<file path="src/rtl/cordic_sched.sv">
// cordic_sched: round-robin front end sharing one free-running, fixed-latency CORDIC core.
// Define CORDIC_SCHED_STATS_EN to add the issue_cnt / stall_cnt statistics outputs.
module cordic_sched #(
    parameter int NREQ  = 4,
    parameter int LAT   = 15,
    parameter int DEPTH = 32,
    parameter int IDW   = $clog2(NREQ)
) (
    input  logic                 clk,
    input  logic                 rst,
    input  logic [NREQ-1:0]      req_valid,
    output logic [NREQ-1:0]      req_ready,
    input  logic [16*NREQ-1:0]   req_x,
    input  logic [16*NREQ-1:0]   req_y,
    input  logic [16*NREQ-1:0]   req_z,
    input  logic                 drain,
    output logic                 idle,
    output logic [15:0]          cx,
    output logic [15:0]          cy,
    output logic [15:0]          cz,
    input  logic [15:0]          rx,
    input  logic [15:0]          ry,
    input  logic [15:0]          rz,
    output logic                 res_valid,
    input  logic                 res_ready,
    output logic [15:0]          res_x,
    output logic [15:0]          res_y,
    output logic [15:0]          res_z,
    output logic [IDW-1:0]       res_id,
    output logic [1:0]           state_dbg
`ifdef CORDIC_SCHED_STATS_EN
    ,
    output logic [31:0]          issue_cnt,
    output logic [31:0]          stall_cnt
`endif
);
    localparam int AW = $clog2(DEPTH);
    localparam int CW = AW + 1;
    localparam int FW = $clog2(LAT + 2);
    localparam int EW = IDW + 48;
    localparam logic [31:0] DEPTH_U = DEPTH;

    typedef enum logic [1:0] {S_RUN = 2'd0, S_HOLD = 2'd1, S_PAUSED = 2'd2} state_t;

    state_t          state_q, state_d;
    logic            grant_en;
    logic [IDW-1:0]  ptr_q, ptr_d, gnt_idx, cand;
    logic            found, credit_ok, issue, push, pop;
    logic [15:0]     cx_q, cx_d, cy_q, cy_d, cz_q, cz_d;
    logic [LAT:0]    tag_v_q, tag_v_d;
    logic [IDW-1:0]  tag_id_q [LAT+1];
    logic [IDW-1:0]  tag_id_d [LAT+1];
    logic [FW-1:0]   in_flight_q, in_flight_d;
    logic [CW-1:0]   count_q, count_d;
    logic [AW-1:0]   wr_ptr_q, wr_ptr_d, rd_ptr_q, rd_ptr_d;
    logic [EW-1:0]   mem_q [DEPTH];
    logic [EW-1:0]   head;

    assign cx = cx_q;
    assign cy = cy_q;
    assign cz = cz_q;
    assign state_dbg = state_q;
    assign res_valid = (count_q != '0);
    assign head = mem_q[rd_ptr_q];
    assign {res_id, res_x, res_y, res_z} = res_valid ? head : '0;

    // Round-robin search starting at ptr_q; the first valid requester wins.
    always_comb begin
        found   = 1'b0;
        gnt_idx = '0;
        cand    = '0;
        for (int i = 0; i < NREQ; i++) begin
            cand = IDW'((int'(ptr_q) + i) % NREQ);
            if (!found && req_valid[cand]) begin
                found   = 1'b1;
                gnt_idx = cand;
            end
        end
    end

    // Handshake: req_ready is a one-hot grant; a request transfers on an edge where
    // req_valid[i] & req_ready[i]. Credits reserve a FIFO slot for every tag in flight.
    assign credit_ok = (32'(in_flight_q) + 32'(count_q)) < DEPTH_U;
    assign issue     = found && grant_en && credit_ok;
    assign push      = tag_v_q[LAT];
    assign pop       = res_valid && res_ready;

    always_comb begin
        req_ready = '0;
        cx_d      = cx_q;
        cy_d      = cy_q;
        cz_d      = cz_q;
        ptr_d     = ptr_q;
        if (issue) begin
            req_ready[gnt_idx] = 1'b1;
            ptr_d = (int'(gnt_idx) == NREQ - 1) ? '0 : gnt_idx + 1'b1;
            for (int i = 0; i < NREQ; i++) begin
                if (gnt_idx == IDW'(i)) begin
                    cx_d = req_x[16*i +: 16];
                    cy_d = req_y[16*i +: 16];
                    cz_d = req_z[16*i +: 16];
                end
            end
        end
        tag_v_d     = {tag_v_q[LAT-1:0], issue};
        tag_id_d[0] = gnt_idx;
        for (int i = 1; i <= LAT; i++) tag_id_d[i] = tag_id_q[i-1];
        in_flight_d = in_flight_q + FW'(issue) - FW'(push);
        count_d     = count_q + CW'(push) - CW'(pop);
        wr_ptr_d    = push ? wr_ptr_q + 1'b1 : wr_ptr_q;
        rd_ptr_d    = pop  ? rd_ptr_q + 1'b1 : rd_ptr_q;
    end

    always_ff @(posedge clk) begin
        if (rst) begin
            ptr_q       <= '0;
            cx_q        <= '0;
            cy_q        <= '0;
            cz_q        <= '0;
            tag_v_q     <= '0;
            tag_id_q    <= '{default: '0};
            in_flight_q <= '0;
            count_q     <= '0;
            wr_ptr_q    <= '0;
            rd_ptr_q    <= '0;
        end else begin
            ptr_q       <= ptr_d;
            cx_q        <= cx_d;
            cy_q        <= cy_d;
            cz_q        <= cz_d;
            tag_v_q     <= tag_v_d;
            tag_id_q    <= tag_id_d;
            in_flight_q <= in_flight_d;
            count_q     <= count_d;
            wr_ptr_q    <= wr_ptr_d;
            rd_ptr_q    <= rd_ptr_d;
        end
    end

    always_ff @(posedge clk) begin
        if (push) mem_q[wr_ptr_q] <= {tag_id_q[LAT], rx, ry, rz};
    end

    always_ff @(posedge clk) begin
        if (rst) state_q <= S_RUN;
        else     state_q <= state_d;
    end

    always_comb begin
        state_d = state_q;
        case (state_q)
            S_RUN:    if (drain) state_d = S_HOLD;
            S_HOLD: begin
                if (!drain)                                  state_d = S_RUN;
                else if (in_flight_q == '0 && count_q == '0) state_d = S_PAUSED;
            end
            S_PAUSED: if (!drain) state_d = S_RUN;
            default:  state_d = S_RUN;
        endcase
    end

    always_comb begin
        grant_en = (state_q == S_RUN);
        idle     = (state_q == S_PAUSED);
    end

`ifdef CORDIC_SCHED_STATS_EN
    logic [31:0] issue_cnt_q, issue_cnt_d, stall_cnt_q, stall_cnt_d;

    always_comb begin
        issue_cnt_d = issue_cnt_q;
        stall_cnt_d = stall_cnt_q;
        if (issue && issue_cnt_q != '1) issue_cnt_d = issue_cnt_q + 32'd1;
        if ((|req_valid) && !issue && stall_cnt_q != '1) stall_cnt_d = stall_cnt_q + 32'd1;
    end

    always_ff @(posedge clk) begin
        if (rst) begin
            issue_cnt_q <= '0;
            stall_cnt_q <= '0;
        end else begin
            issue_cnt_q <= issue_cnt_d;
            stall_cnt_q <= stall_cnt_d;
        end
    end

    assign issue_cnt = issue_cnt_q;
    assign stall_cnt = stall_cnt_q;
`endif
endmodule

</file>
<file path="config.mk">
export PLATFORM = sky130hd
export DESIGN_NAME = cordic_sched
export DESIGN_NICKNAME = d
export VERILOG_FILES = /design/src/rtl/cordic_sched.sv
export SDC_FILE = /design/constraint.sdc
export NUM_CORES = 2
export LEC_CHECK = 0
export ABC_AREA = 0
export CORE_ASPECT_RATIO = 2
export CORE_MARGIN = 3
export CORE_UTILIZATION = 30
export CTS_CLUSTER_SIZE = 10
export DETAILED_ROUTE_END_ITERATION = 7
export PLACE_DENSITY = 0.54
export SLEW_MARGIN = 15
export SYNTH_ARGS = -nofsm -noshare
export SYNTH_HDL_FRONTEND = slang
export SYNTH_SLANG_ARGS = --single-unit
</file>
<file path="constraint.sdc">
create_clock -name clk -period 4.5 [get_ports clk]
set_input_delay 0.675 -clock clk [delete_from_list [all_inputs] [get_ports clk]]
set_output_delay 0.675 -clock clk [all_outputs]
set_load 0.01 [all_outputs]
</file>
==> impl_metrics.tcl <==
set metrics [dict create \
    status "completed" \
    ant_nets 0 \
    clock-sinks 1726 \
    nets 3960 \
    crit_chain "buf_4, buf_16, buf_4, mux4_2, mux4_2, clkinv_1, a221oi_1, buf_4, clkdlybuf4s50_1" \
    critPathMaxFanout 47 \
    hp-class "in -> reg" \
    routabilityCongestion 0.842 \
    ys_async_sr_fraction_pct 0 \
    die-height_um 678 \
    boundaryPins 354 \
    path_clk_slew_ns 0.06 \
    start_util_pct 30.3 \
    required_ns 3.83 \
    wl_met2_um 110000 \
    cts_buffers 200 \
    h-tree-depth 4 \
    fillCellCount 20500 \
    port_buffers 353 \
    grt_max_degree 74 \
    yosys_warnings 0 \
    grt_usage_pct 16.9 \
    clk_path_buf_depth 4 \
    clock-root-buffer "clkbuf_16" \
    drtIter0Drc 2545 \
    placedCellCount 6438 \
    core-area_sq_mm 0.223 \
    seqCellArea_sq_mm 0.0506 \
    grt_pass1_wl_um 278000 \
    dp_hpwl_um 114000 \
    synth_cells 3155 \
    post_drt_wl_per_cell_um 29.6 \
    final_max_slew_viol_count 0 \
    path_buf_inv 6 \
    tns_ns 0 \
    first_global_vias 36500 \
    die_x_um 342 \
    drt-total-wl_um 198000 \
    yosys_most_used_dff "edfxtp_1" \
    post-route-drc-count 0 \
    synth_enable_flop_cells 1600 \
    crit_type "reg -> out" \
    finalHoldViolCount 0 \
    tightestPinTransition_ns 1.13 \
    syn-num-nets 3432 \
    drive_gt1_share_pct 25.2 \
    route.layer.met1.wl_um 70900 \
    min_period_over_period_pct 97.7 \
    cp-start-kind "register" \
    postLayoutCoreUtil_pct 36.3 \
    layout-area-overhead-vs-synth_pct 20.0 \
    dieArea_sq_mm 0.232 \
    skew_ns 0.0706 \
    wl_met3_um 10100 \
    highest-signal-layer "met5" \
    end_kind "output pin" \
    power_density_mw_per_mm2 502 \
    synth.area.top_cells "edfxtp_1, mux4_2, dfxtp_1" \
    min_period_ns 4.40 \
    worst_path_largest_cell_delay_ns 0.54 \
    p_leak_nw 24.7 \
    synth_area_sq_mm 0.0676 \
    rsz0062_at_grt "false" \
    avgSynthCellArea_sq_um 21.4 \
    yosysTopAreaCell "edfxtp_1" \
    critPathTopFamily "buffers and inverters" \
    finalInstanceArea_sq_mm 0.0812 \
    tritoncts "done" \
    yosys.area.top_type_share_pct 71.0 \
    firstDrtPassIters 5 \
    yosysSeqAreaShare_pct 74.8 \
    max_freq_mhz 228 \
    critPathMostFrequentCell "buf_4" \
    cpMaxStageDelayCell "clkdlybuf4s50_1" \
    overflow 0 \
    vias 34000 \
    synth_cell_types 54 \
    vias_per_cell 5.08 \
    slew_headroom_pct 24.6 \
    cp.arrival_ns 3.72 \
    postPlaceCellArea_sq_mm 0.0757 \
    setup_violations 0 \
    antenna_found_initial 26 \
    max_cap_violations 0 \
    multi_input_area_sq_mm 0.0161 \
    final_cells 6689 \
    ir_drop_uv 327 \
    ys_ff_latch 1726 \
    rows 245 \
    clk_latency_ns 0.83 \
]
repair_timing:
item / CTS / global route
gates cloned: 0 / 1
pin swaps: 0 / 0
gates resized for setup: 9 / 2
hold buffers: 0 / 0
buffers inserted: 6 / 0
setup endpoints to repair: 19 / 3
layer usage:
metal | global-route usage, % | vias to the layer above
met5 | 0 | -
met4 | 5.91 | 16
met3 | 2.85 | 326
met2 | 32.1 | 1078
met1 | 18.7 | 18500
li1 | - | 14000
cell type report:
| type | count | area share [%] |
|---|---|---|
| sequential | 1726 | 62.3 |
| multi-input combinational | 1167 | 19.8 |
| timing repair buffer | 513 | 6.42 |
| clock buffer | 227 | 6.38 |
| tap | 2964 | 4.57 |
| inverter | 75 | 0.347 |
| clock inverter | 7 | 0.113 |
| antenna | 10 | 0.0308 |
cells in the mapped netlist, types with 3 or more instances:
cell type  count
ha_1          27
buf_2         64
clkbuf_1      90
a221oi_1      19
a221oi_2      31
clkinv_1      49
nand3b_1       3
a21o_1         4
xor2_1         7
edfxtp_1    1600
xnor2_1        5
nor2b_1      102
o221ai_1      50
and2_1         4
nand2_1       62
nand3_1        5
mux4_1        20
mux2_1        48
nor2_1        59
buf_12         3
buf_6         22
nand2b_1      53
o211ai_1      49
or3_1          4
dfxtp_1      126
mux2i_1       52
mux4_2       430
inv_1         26
a21oi_1       56
mux2_2        49
buf_1          3
per-stage QoR:
stage	power [mW]	worst slack (ns)	hold WS (ns)
3_5_place_dp	27.2	0.700	0.421
4_1_cts	41.4	0.00946	0.389
5_1_grt	42.4	0.00126	0.361
6_report	40.8	0.105	0.368
2_1_floorplan	23.6	0.953	0.414
3_3_place_gp	27.2	0.687	0.422
state kept, by name (all words and copies together) (netlist names), named ones only:
| register | flops |
|---|---|
| rd_ptr_q | 5 |
| wr_ptr_q | 5 |
| state_dbg | 2 |
| tag_v_q | 16 |
| mem_q | 1600 |
| cy | 16 |
| count_q | 6 |
| tag_id_q | 2 |
| ptr_q | 2 |
| in_flight_q | 5 |
| tag_id_d | 30 |
| cz | 16 |
| cx | 16 |
path summary, 6_finish.rpt:
kind	slack, ns	endpoint	start	cells after the start
max	0.10	res_z[2]	register	9
min	0.37	mem_q[0][44]$_DFFE_PP_	rx[12]	1
max reg2reg	1.25	count_q[4]$_SDFF_PP0_	count_q[3]$_SDFF_PP0_	14
min reg2reg	0.42	tag_id_d[3]$_SDFF_PP0_	tag_id_d[5]$_SDFF_PP0_	1
cells by family after synthesis:
group / Yosys count / share of synthesized area, %
flip-flops: 1726 / 74.8
multiplexers: 599 / 17.5
buffers and inverters: 262 / 1.93
AND/OR/NAND/NOR: 306 / 2.40
AO/OA/AOI/OAI: 221 / 2.72
XOR/XNOR: 12 / 0.155
adder cells (fa/ha/maj): 29 / 0.559
placed cells by master, fill, tap and decap left out, types with 50 or more instances in the layout:
cell type / n
mux2i_1: 52
a21oi_1: 56
edfxtp_1: 1600
clkinv_1: 50
mux4_2: 430
o221ai_1: 50
nand2_1: 62
buf_4: 122
nand2b_1: 52
dfxtp_1: 121
nor2b_1: 101
clkbuf_16: 204
clkdlybuf4s50_1: 349
worst register-to-register path: cells and delay by family (launching register included):
family | cells | cell delay [ns]
AO/OA/AOI/OAI | 2 | 0.23
XOR/XNOR | 1 | 0.14
adder cells (fa/ha/maj) | 4 | 1.11
buffers and inverters | 4 | 0.60
flip-flops | 1 | 0.34
AND/OR/NAND/NOR | 3 | 0.71
power breakdown:
part | switching, mW | internal, mW | leakage, nW
logic | 4.34 | 4.43 | 6.74
registers | 0.219 | 17.8 | 15.4
clock network | 5.96 | 8.03 | 2.57
total | 10.5 | 30.3 | 24.7
(Power assumes the default switching activity.)
